$ cat src/rtl/n1_irq_ctrl.sv
// ============================================================================
// n1_irq_ctrl : edge/level interrupt latch, mask, fixed-priority select and
//               ISR-address request for N1, configured over a Wishbone slave.
//               Optional IRQ_SYNC_EN adds a 2-flop input synchronizer.
// Revision    : 1.0 - initial release
// ============================================================================
`default_nettype none

module n1_irq_ctrl #(
  parameter int IRQ_CNT = 8
) (
  input  logic               clk_i,
  input  logic               async_rst_i,
  input  logic [IRQ_CNT-1:0] irq_i,
  output logic [15:0]        irq_req_o,
  input  logic               wbs_cyc_i,
  input  logic               wbs_stb_i,
  input  logic               wbs_we_i,
  input  logic [3:0]         wbs_adr_i,
  input  logic [15:0]        wbs_dat_i,
  output logic               wbs_ack_o,
  output logic [15:0]        wbs_dat_o
);

  logic [IRQ_CNT-1:0] irq_s;
  logic [IRQ_CNT-1:0] prev_q;
  logic [IRQ_CNT-1:0] pend_q, pend_d;
  logic [IRQ_CNT-1:0] ena_q, ena_d;
  logic [IRQ_CNT-1:0] edge_q, edge_d;
  logic [15:0]        vec_q [IRQ_CNT];
  logic [15:0]        vec_d [IRQ_CNT];
  logic [15:0]        req_q, req_d;
  logic               ack_q;
  logic [15:0]        dat_q, dat_d;

  logic               access, wr, rd;
  logic [IRQ_CNT-1:0] w1c, rise, req;
  logic [15:0]        rdata;

`ifdef IRQ_SYNC_EN
  logic [IRQ_CNT-1:0] sync1_q, sync2_q;

  always_ff @(posedge clk_i or negedge async_rst_i) begin
    if (!async_rst_i) begin
      sync1_q <= '0;
      sync2_q <= '0;
    end else begin
      sync1_q <= irq_i;
      sync2_q <= sync1_q;
    end
  end

  assign irq_s = sync2_q;
`else
  assign irq_s = irq_i;
`endif

  // One access per two cycles: a new access is only accepted while ack is low.
  assign access = wbs_cyc_i & wbs_stb_i & ~ack_q;
  assign wr     = access & wbs_we_i;
  assign rd     = access & ~wbs_we_i;
  assign w1c    = (wr && wbs_adr_i == 4'd0) ? wbs_dat_i[IRQ_CNT-1:0] : '0;
  assign rise   = irq_s & ~prev_q;
  assign req    = pend_q & ena_q;

  // Edge lines: a new rising edge beats a simultaneous W1C of the same bit.
  always_comb begin
    pend_d = (edge_q & ((pend_q & ~w1c) | rise)) | (~edge_q & irq_s);
    ena_d  = ena_q;
    edge_d = edge_q;
    vec_d  = vec_q;
    if (wr && wbs_adr_i == 4'd1) ena_d  = wbs_dat_i[IRQ_CNT-1:0];
    if (wr && wbs_adr_i == 4'd2) edge_d = wbs_dat_i[IRQ_CNT-1:0];
    for (int n = 0; n < IRQ_CNT; n++) begin
      if (wr && wbs_adr_i == 4'(8 + n)) vec_d[n] = wbs_dat_i;
    end
  end

  always_comb begin
    rdata = '0;
    case (wbs_adr_i)
      4'd0:    rdata[IRQ_CNT-1:0] = pend_q;
      4'd1:    rdata[IRQ_CNT-1:0] = ena_q;
      4'd2:    rdata[IRQ_CNT-1:0] = edge_q;
      default: begin
        for (int n = 0; n < IRQ_CNT; n++) begin
          if (wbs_adr_i == 4'(8 + n)) rdata = vec_q[n];
        end
      end
    endcase
    dat_d = rd ? rdata : '0;
  end

  // Descending scan so the lowest-indexed requesting line is written last.
  always_comb begin
    req_d = '0;
    for (int n = IRQ_CNT - 1; n >= 0; n--) begin
      if (req[n]) req_d = vec_q[n];
    end
  end

  always_ff @(posedge clk_i or negedge async_rst_i) begin
    if (!async_rst_i) begin
      prev_q <= '0;
      pend_q <= '0;
      ena_q  <= '0;
      edge_q <= '0;
      for (int n = 0; n < IRQ_CNT; n++) vec_q[n] <= '0;
      req_q  <= '0;
      ack_q  <= 1'b0;
      dat_q  <= '0;
    end else begin
      prev_q <= irq_s;
      pend_q <= pend_d;
      ena_q  <= ena_d;
      edge_q <= edge_d;
      vec_q  <= vec_d;
      req_q  <= req_d;
      ack_q  <= access;
      dat_q  <= dat_d;
    end
  end

  assign irq_req_o = req_q;
  assign wbs_ack_o = ack_q;
  assign wbs_dat_o = dat_q;

endmodule

`default_nettype wire
$ cat config.mk
export PLATFORM = sky130hd
export DESIGN_NAME = n1_irq_ctrl
export DESIGN_NICKNAME = d
export VERILOG_FILES = /design/src/rtl/n1_irq_ctrl.sv
export SDC_FILE = /design/constraint.sdc
export NUM_CORES = 1
export LEC_CHECK = 0
export CORE_MARGIN = 10
export CORE_UTILIZATION = 59
export CTS_CLUSTER_DIAMETER = 200
export DETAILED_ROUTE_END_ITERATION = 7
export PLACE_DENSITY_LB_ADDON = 0.12
export SYNTH_ARGS = -nofsm -noshare
export SYNTH_HDL_FRONTEND = slang
export SYNTH_SLANG_ARGS = --single-unit
$ cat constraint.sdc
create_clock -name clk_i -period 2.2 [get_ports clk_i]
set_input_delay 0.44 -clock clk_i [delete_from_list [all_inputs] [get_ports clk_i]]
set_output_delay 0.44 -clock clk_i [all_outputs]
set_load 0.01 [all_outputs]
* After elaboration in Yosys (flattened, before gate mapping)
Cells that the tools add are included.
Cells by class: equal/unequal tests 10, multiplexer cells 20, bitwise operators 16, reduce and logical (&&, ||, !) cells 13
Operators by type and width (number):
- $mux 16 | 17
- $and 8x8->8 | 5
- $eq 4x4->1 const B | 8
- $not 8->8 | 3
- $pmux 8 s3 | 1
- $mux 8 | 2
- $or 8x8->8 | 2
- $logic_and 1x1->1 | 11
- $and 1x1->1 | 4
- $eq 4x1->1 const B | 1
- $eq 4x2->1 const B | 1
- $logic_not 4->1 | 1
- $reduce_or 3->1 | 1
- $not 1->1 | 2
Storage, ports and cells: flip-flop bits (word level) 193, input port bits 33, output and inout bits 33, logic and storage cells 74

* Depth between registers and ports, before layout
Gate-level depths: netlist of run 1.
depth after elaboration 11, depth in mapped cells 8, mapped depth without buffers 4

* Least setup slack after synthesis of run 1
No wires, ideal clock.
path type reg2reg, start register ack_q (netlist: wbs_ack_o), end register vec_q[104] (netlist name), library setup time 0.125 ns, arrival time 1.661 ns, required time 2.075 ns, path slack 0.414 ns, stages on the path, launching flop included 7, buffers on the path 2, period minus slack after synthesis 1.786 ns, path through dfrtp_1 > and4b_1 > buf_4 > nand2_2 > nor2_2 > buf_6 > mux2_2
Between the ends: word-level cells in the longest chain between the ends 4
RTL lines:
- start, declared | RTL line 33 | logic ack_q;
- start signal, assigned | RTL line 119 | ack_q <= access;
- $not 1->1 | RTL line 59 | assign access = wbs_cyc_i & wbs_stb_i & ~ack_q;
- $and 1x1->1 | RTL line 59
- $and 1x1->1 | RTL line 60 | assign wr = access & wbs_we_i;
- $logic_and 1x1->1 | RTL line 75 | if (wr && wbs_adr_i == 4'(8 + n)) vec_d[n] = wbs_dat_i;
- end signal, assigned | RTL line 117 | vec_q <= vec_d;
- end, declared | RTL line 30 | logic [15:0] vec_q [IRQ_CNT];
Every way passes these cells. A chain may end at the register's enable or synchronous reset.

* Worst setup path after layout of run 1
start input port wbs_adr_i[3], end register dat_q[3] (netlist: wbs_dat_o[3])
Between the ends: word-level cells in the longest chain between the ends 11, elaborated cells between the ends (all ways) 21, classes of those cells eq/ne (10); mux (10); reduce/logical (1)
RTL lines:
- start, declared | RTL line 19 | input logic [3:0] wbs_adr_i,
- $eq 4x4->1 | RTL line 87 | if (wbs_adr_i == 4'(8 + n)) rdata = vec_q[n];
- $mux 16 (8 in series) | RTL line 87
- $pmux 8 s3 * | RTL line 81 | case (wbs_adr_i)
- $mux 16 * | RTL line 91 | dat_d = rd ? rdata : '0;
- net dat_d[3] | RTL line 34 | logic [15:0] dat_q, dat_d;
- end signal, assigned | RTL line 120 | dat_q <= dat_d;
- end, declared | RTL line 34
Mark *: on every way through the listed nets, which the timed path passes. The rest lies on a longest branch.

==> results of run 1 <==
==> where the power goes <==
group          switching, mW  total (mW)  leakage, nW  internal (mW)
Combinational          0.858        1.73         2.29          0.877
Clock                   1.39        3.10        0.277           1.71
Sequential             0.347        4.32         2.56           3.98
==> layout by cell type (no fill, tap or decap), drive strengths merged, types with 2 or more instances in the layout <==
cell type        n
nand3           26
o41ai            2
nor3            18
a32o             8
dfrtp          193
o221ai           7
and2             9
a221o           17
nand2b          10
bufinv           2
o221a           16
a222oi           2
a31oi           16
clkinvlp         3
clkinv           5
nor2b            4
mux4             5
or3              2
mux2i           12
clkdlybuf4s50   62
a211oi           2
buf             87
nand2           68
o211ai          10
a21o             4
a221oi          11
a31o             5
inv             11
o21ai           62
nand3b          12
clkbuf          21
nor2            19
and3             4
o22ai            3
mux2           165
o31ai            4
a21oi           37
==> sequential cells by signal (all words and copies together) (netlist names) <==
register	count
edge_q	8
ena_q	8
irq_req_o	16
pend_q	8
prev_q	8
vec_q	128
wbs_ack_o	1
wbs_dat_o	16
==> synth_stat cells (all sizes together) <==
master / n
a31o: 5
a211oi: 2
and2b: 1
or4b: 1
o2111ai: 1
mux4: 5
or2: 1
and4b: 1
o221a: 16
nand3b: 12
mux2i: 12
a21o: 4
a21oi: 37
nor2b: 4
a221o: 17
a221oi: 11
o211ai: 10
or3b: 1
o221ai: 7
o22ai: 3
and2: 9
a2111oi: 1
dfrtp: 193
o2bb2ai: 1
o21ai: 62
or3: 2
buf: 44
o31ai: 4
a31oi: 16
nand2: 68
inv: 9
nor2: 19
nand2b: 10
a222oi: 2
o22a: 1
nor4bb: 1
clkbuf: 27
mux2: 165
a32o: 8
nor3: 18
nand3: 26
o41ai: 2
and3: 4
==> logic make-up (layout without fill, tap and decap cells) <==
family | count (synthesis) | count (layout) | share of synthesized area
compound gates | 210 | 210 | 0.151
simple gates | 178 | 178 | 0.0963
buf+inv | 80 | 192 | 0.0409
flops | 193 | 193 | 0.496
mux | 182 | 182 | 0.215
==> per-stage QoR <==
| step | cells | TNS [ns] | hold slack (ns) |
|---|---|---|---|
| global route | 1171 | 0 | 0.469 |
| global placement | 1138 | -1.74 | 0.409 |
| CTS | 1171 | 0 | 0.463 |
| floorplan | 843 | 0 | 0.144 |
| finish | 1171 | 0 | 0.471 |
| detailed placement | 1138 | -9.85 | 0.412 |
==> final cells by class <==
class | instances | share of cell area
sequential | 193 | 0.414
multi-input combinational | 570 | 0.386
timing repair buffer | 151 | 0.125
clock buffer | 20 | 0.0383
tap | 216 | 0.0231
clock inverter | 12 | 0.0114
inverter | 9 | 0.00289
==> worst max-delay path by stage <==
| stage | cells after the start | end |
|---|---|---|
| CTS | 6 | wbs_dat_o[3]$_DFF_PN0_ |
| global route | 6 | wbs_dat_o[3]$_DFF_PN0_ |
| floorplan | 6 | vec_q[104]$_DFFE_PN0P_ |
| detailed placement | 6 | wbs_dat_o[3]$_DFF_PN0_ |
| global placement | 6 | wbs_dat_o[0]$_DFF_PN0_ |
| finish | 6 | wbs_dat_o[3]$_DFF_PN0_ |
==> routing by layer <==
metal / wire, µm / up-vias / track usage / share of wire
met2: 14300 / 497 / 0.432 / 0.47
met5: 0 / - / 0 / 0
met1: 12300 / 4085 / 0.366 / 0.40
met4: 1030 / 0 / 0.125 / 0.034
met3: 2770 / 88 / 0.0604 / 0.091
li1: - / 3354 / - / -
==> critical path, cell delays in order <==
cell	delay (ns)
clkdlybuf4s50_1	0.66
nor2_1	0.20
buf_4	0.17
a2111oi_0	0.52
a221o_1	0.22
a21oi_1	0.09
==> repair_timing <==
action                                  4_1_cts  5_1_grt
hold buffers                                  1        0
endpoints found under the setup margin        0        0
endpoints found under the hold margin        44        0
==> metrics.md, run 1 <==
| Metric | Value |
|---|---|
| Status | complete, no violations |
| Crit Reg-Reg Startpoint | wbs_ack_o$_DFF_PN0_ |
| Syn Inst Count | 843 |
| Worst-margin pin slew | 1.01 ns |
| Synthesized cell area | 9730 µm² |
| Dpl ws | -0.211 ns |
| Crit path arrival time | 2.31 ns |
| Via count | 8024 |
| Area growth syn-to-layout | 20.0% |
| Placer Congestion | 0.942 |
| Final setup viols | 0 |
| Final Util | 0.730 |
| Pre-Repair DR Iteration Count | 6 |
| Die Area | 22000 µm² |
| Mean post-synth cell area | 11.5 µm² |
| Worst Path Required | 2.52 ns |
| H-tree depth | 4 |
| Port Buffers | 65 |
| Global-route wire length before repair | 47300 µm |
| Clock Pin Slew Worst Setup and Hold Paths | 0.07 ns |
| Post-route DRC | 0 |
| Post-Syn Nets | 876 |
| Area after DPL | 11100 µm² |
| Max_cap viols | 0 |
| Worst hold path type | in -> reg |
| Largest net degree at the start of global routing | 76 |
| Max Fclk | 502 MHz |
| Final setup skew | 0.0103 ns |
| Maximum buffer depth of the clock tree | 2 |
| Vias per cell | 6.85 |
| Endpoints failing hold | 0 |
| Yosys cell types | 54 |
| Sequential share of the synthesized area | 0.496 |
| Die height | 148 µm |
| NumNets Final | 975 |
| Hold worst-path end | prev_q[5]$_DFF_PN0_ |
| CORE AREA | 16000 µm² |
| Reg area | 4830 µm² |
| Worst reg-to-reg setup slack | 0.35 ns |
| Overflow after GRT | 0 |
| Unrepaired setup endpoints after global routing | no |
| Cell Rows | 46 |
| Inserted Clock Buffers | 17 |
| R2R depth | 6 |
| Vias in the first global route | 8120 |
| Clock Latency Late Sink | 0.44 ns |
| Crit path capture type | flop |
| Share of the synthesized area in the top cell type | 0.496 |
| Design area | 11700 µm² |
| Routed WL | 30400 µm |
| Clock sinks | 193 |
| I/O pin count | 66 |
| Worst setup margin | 0.207 ns |
| Total track usage | 0.278 |
| Reg-to-reg endpoint | vec_q[98]$_DFFE_PN0P_ |
| Worst setup SP type | input port |
| Cell taking the most area after synthesis | dfrtp_1 |
| Setup bufs post-CTS | 0 |
| Share of layout cells above drive strength 1 | 0.328 |
| YS warnings | 0 |
| Final min period | 1.99 ns |
| Crit-path max FO | 8 |
| Max_slew headroom | 0.330 |
| Most area-consuming cells after synthesis | dfrtp_1, mux2_2, o21ai_0, nand2_1, a21oi_1 |
| Initial Util | 0.608 |
| HP Start | irq_i[5] |
| Crit path from | wbs_adr_i[3] |
| Multi-input gate area | 4510 µm² |
| Root Driver | clkbuf_16 |
| Drt wl/cell | 26.0 µm |
| Starting DRT DRC Count | 951 |
| Fin. max-slew vios | 0 |
| Routed Antenna Nets | 0 |
| Power per cell area | 785 nW/µm² |
| HPWL Detailed | 20100 µm |
| Part of the cycle the worst path needs | 0.906 |
| Post_cts resized | 0 |
| Crit path kind | in -> reg |
| Initial antenna violation count | 0 |
| Post-synthesis register bit count | 193 |
| Peak supply drop | 0.683 mV |
| PnR Total Power | 9.16 mW |
| Fill cell count | 1113 |
| Hold path cells | 1 |
| LEAKAGE | 5.13 nW |
| CTS tree | yes |
| ANT cells | 0 |
| Die width | 148 µm |
Note: power is estimated with default switching activity, not from simulation.
==> run 2: changes to the inputs <==
- CAP_MARGIN: unset -> 10
==> results of run 2 <==
Final layout, timing and power as in run 1 (identical DEF).
